===== src/rtl/uart_pkg.sv =====
// -----------------------------------------------------------------------------
// uart_pkg
// Shared definitions for the UART receiver: receive FSM state encoding,
// parity-mode constants, the default bit period and a parity-check helper.
// -----------------------------------------------------------------------------
package uart_pkg;

    typedef enum logic [2:0] {
        ST_IDLE      = 3'd0,
        ST_START     = 3'd1,
        ST_DATA      = 3'd2,
        ST_PARITY    = 3'd3,
        ST_STOP      = 3'd4,
        ST_PUSH      = 3'd5,
        ST_WAIT_IDLE = 3'd6
    } rx_state_e;

    localparam int PAR_NONE = 0;
    localparam int PAR_ODD  = 1;
    localparam int PAR_EVEN = 2;

    // 115200 baud at 73.728 MHz
    localparam int DEFAULT_CLKS_PER_BIT = 640;

    // data_xor is the XOR-reduction of the received data bits.
    // Odd mode expects the total XOR (data + parity bit) to be 1, even mode 0.
    function automatic logic parity_error(input logic data_xor,
                                          input logic par_bit,
                                          input int   mode);
        logic err;
        case (mode)
            PAR_ODD:  err = ~(data_xor ^ par_bit);
            PAR_EVEN: err = data_xor ^ par_bit;
            default:  err = 1'b0;
        endcase
        return err;
    endfunction

endpackage


===== src/rtl/rx_fifo.sv =====
// -----------------------------------------------------------------------------
// rx_fifo
// First-word-fall-through FIFO. The head word is presented on data_o whenever
// the FIFO is non-empty (and forced to zero when empty).
//   clk_i, rst_ni   : clock, asynchronous active-low reset
//   push_i, data_i  : write request and word; ignored when full unless a pop
//                     happens in the same cycle
//   pop_i           : remove head word; ignored when empty
//   data_o          : head word
//   full_o, empty_o : occupancy flags
//   count_o         : occupancy, 0..DEPTH
// -----------------------------------------------------------------------------
module rx_fifo #(
    parameter int WIDTH = 10,
    parameter int DEPTH = 16
) (
    input  logic                    clk_i,
    input  logic                    rst_ni,
    input  logic                    push_i,
    input  logic [WIDTH-1:0]        data_i,
    input  logic                    pop_i,
    output logic [WIDTH-1:0]        data_o,
    output logic                    full_o,
    output logic                    empty_o,
    output logic [$clog2(DEPTH):0]  count_o
);

    localparam int AW = $clog2(DEPTH);

    logic [WIDTH-1:0] mem_q [DEPTH];
    logic [AW-1:0]    wr_ptr_q, wr_ptr_d;
    logic [AW-1:0]    rd_ptr_q, rd_ptr_d;
    logic [AW:0]      count_q, count_d;
    logic             do_push, do_pop;

    assign empty_o = (count_q == '0);
    assign full_o  = (count_q == (AW+1)'(DEPTH));

    // A push into a full FIFO still succeeds when the head leaves the same cycle.
    assign do_pop  = pop_i && !empty_o;
    assign do_push = push_i && (!full_o || do_pop);

    // Pointers are AW bits wide, so they wrap modulo DEPTH on their own.
    assign wr_ptr_d = do_push ? wr_ptr_q + AW'(1) : wr_ptr_q;
    assign rd_ptr_d = do_pop  ? rd_ptr_q + AW'(1) : rd_ptr_q;

    always_comb begin
        count_d = count_q;
        case ({do_push, do_pop})
            2'b10:   count_d = count_q + (AW+1)'(1);
            2'b01:   count_d = count_q - (AW+1)'(1);
            default: count_d = count_q;
        endcase
    end

    // NOTE: sequential state is written with non-blocking assignments so every
    // register samples the pre-edge values of the others.
    always_ff @(posedge clk_i or negedge rst_ni) begin
        if (!rst_ni) begin
            wr_ptr_q <= '0;
            rd_ptr_q <= '0;
            count_q  <= '0;
        end else begin
            wr_ptr_q <= wr_ptr_d;
            rd_ptr_q <= rd_ptr_d;
            count_q  <= count_d;
        end
    end

    // NOTE: the storage array has no reset; a slot is never read before it is
    // written, and the empty gating below keeps data_o at zero until then.
    always_ff @(posedge clk_i) begin
        if (do_push) begin
            mem_q[wr_ptr_q] <= data_i;
        end
    end

    assign data_o  = empty_o ? '0 : mem_q[rd_ptr_q];
    assign count_o = count_q;

endmodule


===== src/rtl/uart_rx_fifo.sv =====
// -----------------------------------------------------------------------------
// uart_rx_fifo
// UART receiver with a receive FIFO. Frames are start + DATA_BITS (LSB first)
// + optional parity + STOP_BITS. Each frame is stored as
// {frame_err, parity_err, data}.
//   in_clk, in_reset   : clock, asynchronous active-low reset
//   rx_serial          : asynchronous serial input, idle high
//   out_data           : head word data
//   out_parity_err     : head word parity error
//   out_frame_err      : head word framing error
//   out_valid          : FIFO not empty
//   in_ready           : pop head when out_valid is also high
//   out_count          : FIFO occupancy
//   out_overflow       : sticky, set when a word is dropped on a full FIFO
//   in_clear_overflow  : synchronous clear of out_overflow (a same-cycle drop wins)
// -----------------------------------------------------------------------------
module uart_rx_fifo
    import uart_pkg::*;
#(
    parameter int CLKS_PER_BIT = DEFAULT_CLKS_PER_BIT,
    parameter int DATA_BITS    = 8,
    parameter int PARITY       = PAR_NONE,
    parameter int STOP_BITS    = 1,
    parameter int FIFO_DEPTH   = 16
) (
    input  logic                         in_clk,
    input  logic                         in_reset,
    input  logic                         rx_serial,
    output logic [DATA_BITS-1:0]         out_data,
    output logic                         out_parity_err,
    output logic                         out_frame_err,
    output logic                         out_valid,
    input  logic                         in_ready,
    output logic [$clog2(FIFO_DEPTH):0]  out_count,
    output logic                         out_overflow,
    input  logic                         in_clear_overflow
);

    localparam int CNT_W  = $clog2(CLKS_PER_BIT);
    localparam int BIT_W  = 4;
    localparam int WORD_W = DATA_BITS + 2;

    localparam logic [CNT_W-1:0] HALF_LAST = CNT_W'(CLKS_PER_BIT / 2 - 1);
    localparam logic [CNT_W-1:0] BIT_LAST  = CNT_W'(CLKS_PER_BIT - 1);

    // Synchroniser and edge detection
    logic [1:0] sync_q;
    logic [1:0] sync_vld_q;
    logic       rx_prev_q;
    logic       rx_sync;
    logic       fall;

    rx_state_e            state_q, state_d;
    logic [CNT_W-1:0]     cnt_q, cnt_d;
    logic [BIT_W-1:0]     bit_q, bit_d;
    logic [DATA_BITS-1:0] data_q, data_d;
    logic                 perr_q, perr_d;
    logic                 ferr_q, ferr_d;
    logic                 overflow_q, overflow_d;
    logic                 push;

    logic [WORD_W-1:0]    head_word;
    logic                 fifo_full, fifo_empty, pop;

    assign rx_sync = sync_q[1];

    // rx_prev_q only follows the line once the synchroniser holds genuine line
    // samples. Releasing reset while the line is low (mid-frame) therefore
    // cannot look like a falling edge; a real high-to-low transition is needed.
    assign fall = rx_prev_q && !rx_sync;

    always_ff @(posedge in_clk or negedge in_reset) begin
        if (!in_reset) begin
            sync_q     <= 2'b11;
            sync_vld_q <= 2'b00;
            rx_prev_q  <= 1'b0;
        end else begin
            sync_q     <= {sync_q[0], rx_serial};
            sync_vld_q <= {sync_vld_q[0], 1'b1};
            rx_prev_q  <= sync_vld_q[1] ? rx_sync : 1'b0;
        end
    end

    // NOTE: every signal written here gets a default first, so no path leaves
    // it unassigned and no latch is inferred.
    always_comb begin
        state_d = state_q;
        cnt_d   = cnt_q + CNT_W'(1);
        bit_d   = bit_q;
        data_d  = data_q;
        perr_d  = perr_q;
        ferr_d  = ferr_q;
        push    = 1'b0;

        case (state_q)
            ST_IDLE: begin
                cnt_d = '0;
                if (fall) begin
                    state_d = ST_START;
                    perr_d  = 1'b0;
                    ferr_d  = 1'b0;
                end
            end

            // Mid-start-bit check rejects glitches shorter than half a bit.
            ST_START: begin
                if (cnt_q == HALF_LAST) begin
                    cnt_d = '0;
                    bit_d = '0;
                    state_d = rx_sync ? ST_IDLE : ST_DATA;
                end
            end

            ST_DATA: begin
                if (cnt_q == BIT_LAST) begin
                    cnt_d  = '0;
                    data_d = {rx_sync, data_q[DATA_BITS-1:1]};
                    if (bit_q == BIT_W'(DATA_BITS - 1)) begin
                        bit_d   = '0;
                        state_d = (PARITY != PAR_NONE) ? ST_PARITY : ST_STOP;
                    end else begin
                        bit_d = bit_q + BIT_W'(1);
                    end
                end
            end

            ST_PARITY: begin
                if (cnt_q == BIT_LAST) begin
                    cnt_d   = '0;
                    perr_d  = parity_error(^data_q, rx_sync, PARITY);
                    state_d = ST_STOP;
                end
            end

            ST_STOP: begin
                if (cnt_q == BIT_LAST) begin
                    cnt_d = '0;
                    if (!rx_sync) begin
                        ferr_d = 1'b1;
                    end
                    if (bit_q == BIT_W'(STOP_BITS - 1)) begin
                        bit_d   = '0;
                        state_d = ST_PUSH;
                    end else begin
                        bit_d = bit_q + BIT_W'(1);
                    end
                end
            end

            // A framing error may be a break; wait for the line to return high
            // so a held-low line produces one word, not a stream of them.
            ST_PUSH: begin
                cnt_d   = '0;
                push    = 1'b1;
                state_d = ferr_q ? ST_WAIT_IDLE : ST_IDLE;
            end

            ST_WAIT_IDLE: begin
                cnt_d = '0;
                if (rx_sync) begin
                    state_d = ST_IDLE;
                end
            end

            default: begin
                cnt_d   = '0;
                state_d = ST_IDLE;
            end
        endcase
    end

    assign pop = in_ready && !fifo_empty;

    always_comb begin
        overflow_d = in_clear_overflow ? 1'b0 : overflow_q;
        if (push && fifo_full && !pop) begin
            overflow_d = 1'b1;
        end
    end

    always_ff @(posedge in_clk or negedge in_reset) begin
        if (!in_reset) begin
            state_q    <= ST_IDLE;
            cnt_q      <= '0;
            bit_q      <= '0;
            data_q     <= '0;
            perr_q     <= 1'b0;
            ferr_q     <= 1'b0;
            overflow_q <= 1'b0;
        end else begin
            state_q    <= state_d;
            cnt_q      <= cnt_d;
            bit_q      <= bit_d;
            data_q     <= data_d;
            perr_q     <= perr_d;
            ferr_q     <= ferr_d;
            overflow_q <= overflow_d;
        end
    end

    rx_fifo #(
        .WIDTH (WORD_W),
        .DEPTH (FIFO_DEPTH)
    ) u_fifo (
        .clk_i   (in_clk),
        .rst_ni  (in_reset),
        .push_i  (push),
        .data_i  ({ferr_q, perr_q, data_q}),
        .pop_i   (in_ready),
        .data_o  (head_word),
        .full_o  (fifo_full),
        .empty_o (fifo_empty),
        .count_o (out_count)
    );

    assign out_data       = head_word[DATA_BITS-1:0];
    assign out_parity_err = head_word[DATA_BITS];
    assign out_frame_err  = head_word[DATA_BITS+1];
    assign out_valid      = !fifo_empty;
    assign out_overflow   = overflow_q;

endmodule


===== config.mk =====
export PLATFORM = sky130hd
export DESIGN_NAME = uart_rx_fifo
export DESIGN_NICKNAME = d
export VERILOG_FILES = /design/src/rtl/uart_pkg.sv /design/src/rtl/rx_fifo.sv /design/src/rtl/uart_rx_fifo.sv
export SDC_FILE = /design/constraint.sdc
export NUM_CORES = 1
export LEC_CHECK = 0
export BUFFER_PORTS_ARGS = -buffer_cell sky130_fd_sc_hd__buf_2
export CAP_MARGIN = 5
export CORE_MARGIN = 3
export CORE_UTILIZATION = 40
export CTS_CLUSTER_DIAMETER = 150
export CTS_CLUSTER_SIZE = 8
export DETAILED_ROUTE_END_ITERATION = 10
export GPL_ROUTABILITY_DRIVEN = 0
export PLACE_DENSITY = 0.6
export SYNTH_ARGS = -nofsm -noshare
export SYNTH_HDL_FRONTEND = slang
export SYNTH_SLANG_ARGS = --single-unit
export TNS_END_PERCENT = 50

===== constraint.sdc =====
create_clock -name in_clk -period 3.07 [get_ports in_clk]
set_input_delay 0.1535 -clock in_clk [delete_from_list [all_inputs] [get_ports in_clk]]
set_output_delay 0.1535 -clock in_clk [all_outputs]
set_load 0.02 [all_outputs]

==> impl_metrics.yaml <==
outcome:
  outcome: "completed"
logic_synthesis:
  synthTopCellsByCount: "edfxtp_1 (144), dfrtp_1 (43), mux4_2 (37), nor2_1 (24), nand2_1 (16)"
  syn_inst: 446
  ys_top_cells_by_area: "edfxtp_1 (54%), dfrtp_1 (13%), mux4_2 (10%)"
  yosysTopAreaCell: "edfxtp_1"
  synth_nets: 461
  yosysMostFrequentCell: "edfxtp_1"
  synth_top_flop_cell: "edfxtp_1"
  synth.yosys.warnings: 0
  netlist_area_um2: 8030
  yosys.cell_types.count: 59
  synth-edff-count: 144
  async_reset_ff_share_pct: 23.8
  synth_top_area_share_pct: 53.8
  synth-seq-cells: 189
  syn-mean-instance-area_um2: 18.0
  ys_seq_area_share_pct: 67.9
detailed_routing:
  drtAntennaViolNets: 0
  vias: 4052
  initialDrtViolationCount: 219
  wl_per_cell_um: 19.6
  firstDrtPassIters: 4
  routed_wl_um: 14900
  drc: 0
  viasPerCell: 5.32
floorplan:
  core_area_um2: 19600
  row_count: 51
  die-area_um2: 21800
  io_pins: 22
  start_util_pct: 41.0
  die_w_um: 148
  die_h_um: 148
clock_network:
  clockBufferDepth: 2
  cts_buffers: 17
  cts_root_buf: "clkbuf_16"
  cts_tree: "yes"
  post_cts_resized: 0
  clkTransAtPathRegs_ns: 0.07
  clock_sinks: 189
  htree_levels: 4
  clkLatencyLatePin_ns: 0.43
layout:
  fin_cells: 761
  nFillCells: 1676
  final_nets: 499
  drive_gt1_share_pct: 25.6
  regArea_um2: 5450
  multi_input_area_um2: 2410
  area_growth_pct: 13.1
  antenna_cells: 0
worst_setup_path:
  worstSetupStartpointType: "register"
  cp_data_arrival_time_ns: 2.63
  crit_path_top_delay_cell: "mux4_1"
  crit_buf_inv: 2
  worstPathCellList: "buf_4 -> mux4_1 -> mux4_2 -> nor2b_4 -> buf_2"
  path_class: "reg -> out"
  cp-end-kind: "output pin"
  cp_max_fo: 23
  max_stage_delay_ns: 0.63
  critPathRequiredTime_ns: 2.92
  crit_family: "multiplexers"
timing:
  max_freq_mhz: 360
  skew_ns: 0.0103
  maxSlewHeadroom_pct: 33.4
  setup_viol: 0
  final.setup.tns_ns: 0
  rsz0062_at_grt: "no"
  period_share_pct: 90.6
  worstMarginPinSlew_ns: 1.00
  hold_ws_ns: 0.0648
  timing.final.crit_period_ns: 2.78
  hold_violations: 0
  final-max-slew-violation-count: 0
grt:
  first_global_vias: 4275
  grt_use_total_pct: 14.6
  grt_max_degree: 46
  grt.overflow.total: 0
  antenna_found_initial: 0
  grt_first_pass_wirelength_um: 24100
placement:
  portBuffers: 20
  hpwl_um: 9620
  post-place-cells: 728
run:
  cap_violations: 0
hold_path:
  hp-class: "in -> reg"
power:
  power.density_nw_per_um2: 845
  peakVddDrop_mv: 0.484
  leakage_nw: 3.14
## cells in the final DEF (no fill, tap or decap), types with 3 or more instances in the layout
master	synthesis	final
xor2_1	8	8
mux4_2	37	37
nor3_1	7	7
inv_8	0	5
ha_1	10	10
nor3b_1	3	3
edfxtp_1	144	144
dfrtp_1	43	42
mux2_1	14	14
a32oi_1	3	3
nor2_1	24	23
a21oi_1	5	5
o21ai_1	6	6
nand2_1	16	16
mux4_1	8	8
and2_1	11	11
buf_2	8	20
inv_1	13	13
and3_1	3	3
clkbuf_16	0	17
nand3b_1	4	4
buf_4	1	14
nand4_1	3	3
clkinv_4	0	3
nand3_1	6	6
nor2b_4	9	9
xnor2_1	12	12
## state kept, by name (all words and copies together) (netlist names), 3 cells and up
name and count:
data_q 8, u_fifo.rd_ptr_q 4, state_q 3, u_fifo.mem_q 144, cnt_q 10, u_fifo.count_o 5, bit_q 4, u_fifo.wr_ptr_q 4
## area by class of cell
cell class / instances / area share [%]
Clock buffer: 17 / 4.68
Clock inverter: 14 / 1.87
Inverter: 14 / 0.578
Multi-Input combinational cell: 225 / 26.5
Sequential cell: 189 / 60.0
Tap cell: 265 / 3.65
Timing Repair Buffer: 37 / 2.70
## cells by family (layout without fill, tap and decap cells)
family / count (synthesis) / count (layout) / synth area share [%]
other cells: 2 / 2 / 0.0935
mux: 60 / 60 / 15.1
buf+inv: 32 / 82 / 2.17
xor+xnor: 20 / 20 / 2.18
fa+ha+maj: 10 / 10 / 1.56
flops: 189 / 189 / 67.9
simple gates: 101 / 101 / 7.77
compound gates: 32 / 32 / 3.26
## worst paths after layout
kind	startpoint	end	slack, ns	depth (start not counted)
worst max-delay path	u_fifo.rd_ptr_q[0]$_DFFE_PN0P_	out_data[4]	0.29	5
worst min-delay path	in_clear_overflow	out_overflow$_DFFE_PN0P_	0.06	3
worst max register to register	u_fifo.count_o[2]$_DFFE_PN0P_	u_fifo.count_o[4]$_DFFE_PN0P_	0.48	9
worst min register to register	sync_vld_q[0]$_DFF_PN0_	sync_vld_q[1]$_DFF_PN0_	0.35	0
max in group asynchronous	in_reset	u_fifo.rd_ptr_q[0]$_DFFE_PN0P_	1.95	2
min in group asynchronous	in_reset	u_fifo.count_o[2]$_DFFE_PN0P_	0.43	2
## report_power, final
group / switching [mW] / internal [mW] / total (mW)
sequential: 0.300 / 2.90 / 3.20
combinational: 1.14 / 1.16 / 2.30
clock: 1.01 / 1.17 / 2.18
## routing by layer
| metal | GRT usage (%) | routed length [um] | up-vias |
|---|---|---|---|
| li1 | - | - | 1821 |
| met1 | 20.2 | 6640 | 2112 |
| met2 | 23.1 | 7320 | 100 |
| met3 | 3.34 | 738 | 19 |
| met4 | 4.89 | 235 | 0 |
| met5 | 0 | 0 | - |
## what timing repair did
item,in CTS,in global routing
buffers inserted,0,0
hold endpoints to repair,44,0
hold buffers,2,0
## per-stage QoR
step / power [mW] / setup slack [ns] / util, % / area, um^2
after global placement: 5.54 / 0.575 / 43.2 / 8470
after CTS: 7.77 / 0.240 / 46.4 / 9090
after floorplan: 5.02 / 0.586 / - / 8030
after global routing: 8.09 / 0.163 / 46.4 / 9090
final: 7.68 / 0.289 / 46.4 / 9090
after detailed placement: 5.59 / 0.511 / 43.2 / 8470
## worst reg2reg max path, cell delays in order (launching register included)
cell and delay (ns):
dfrtp_1 0.46, or4_4 0.58, o21ai_4 0.23, nor2_2 0.11, xor2_1 0.16, ha_1 0.23, or3_1 0.31, a21oi_1 0.15
a32oi_1 0.09, xnor2_1 0.15
No activity file was read; power rests on OpenSTA's default activity.
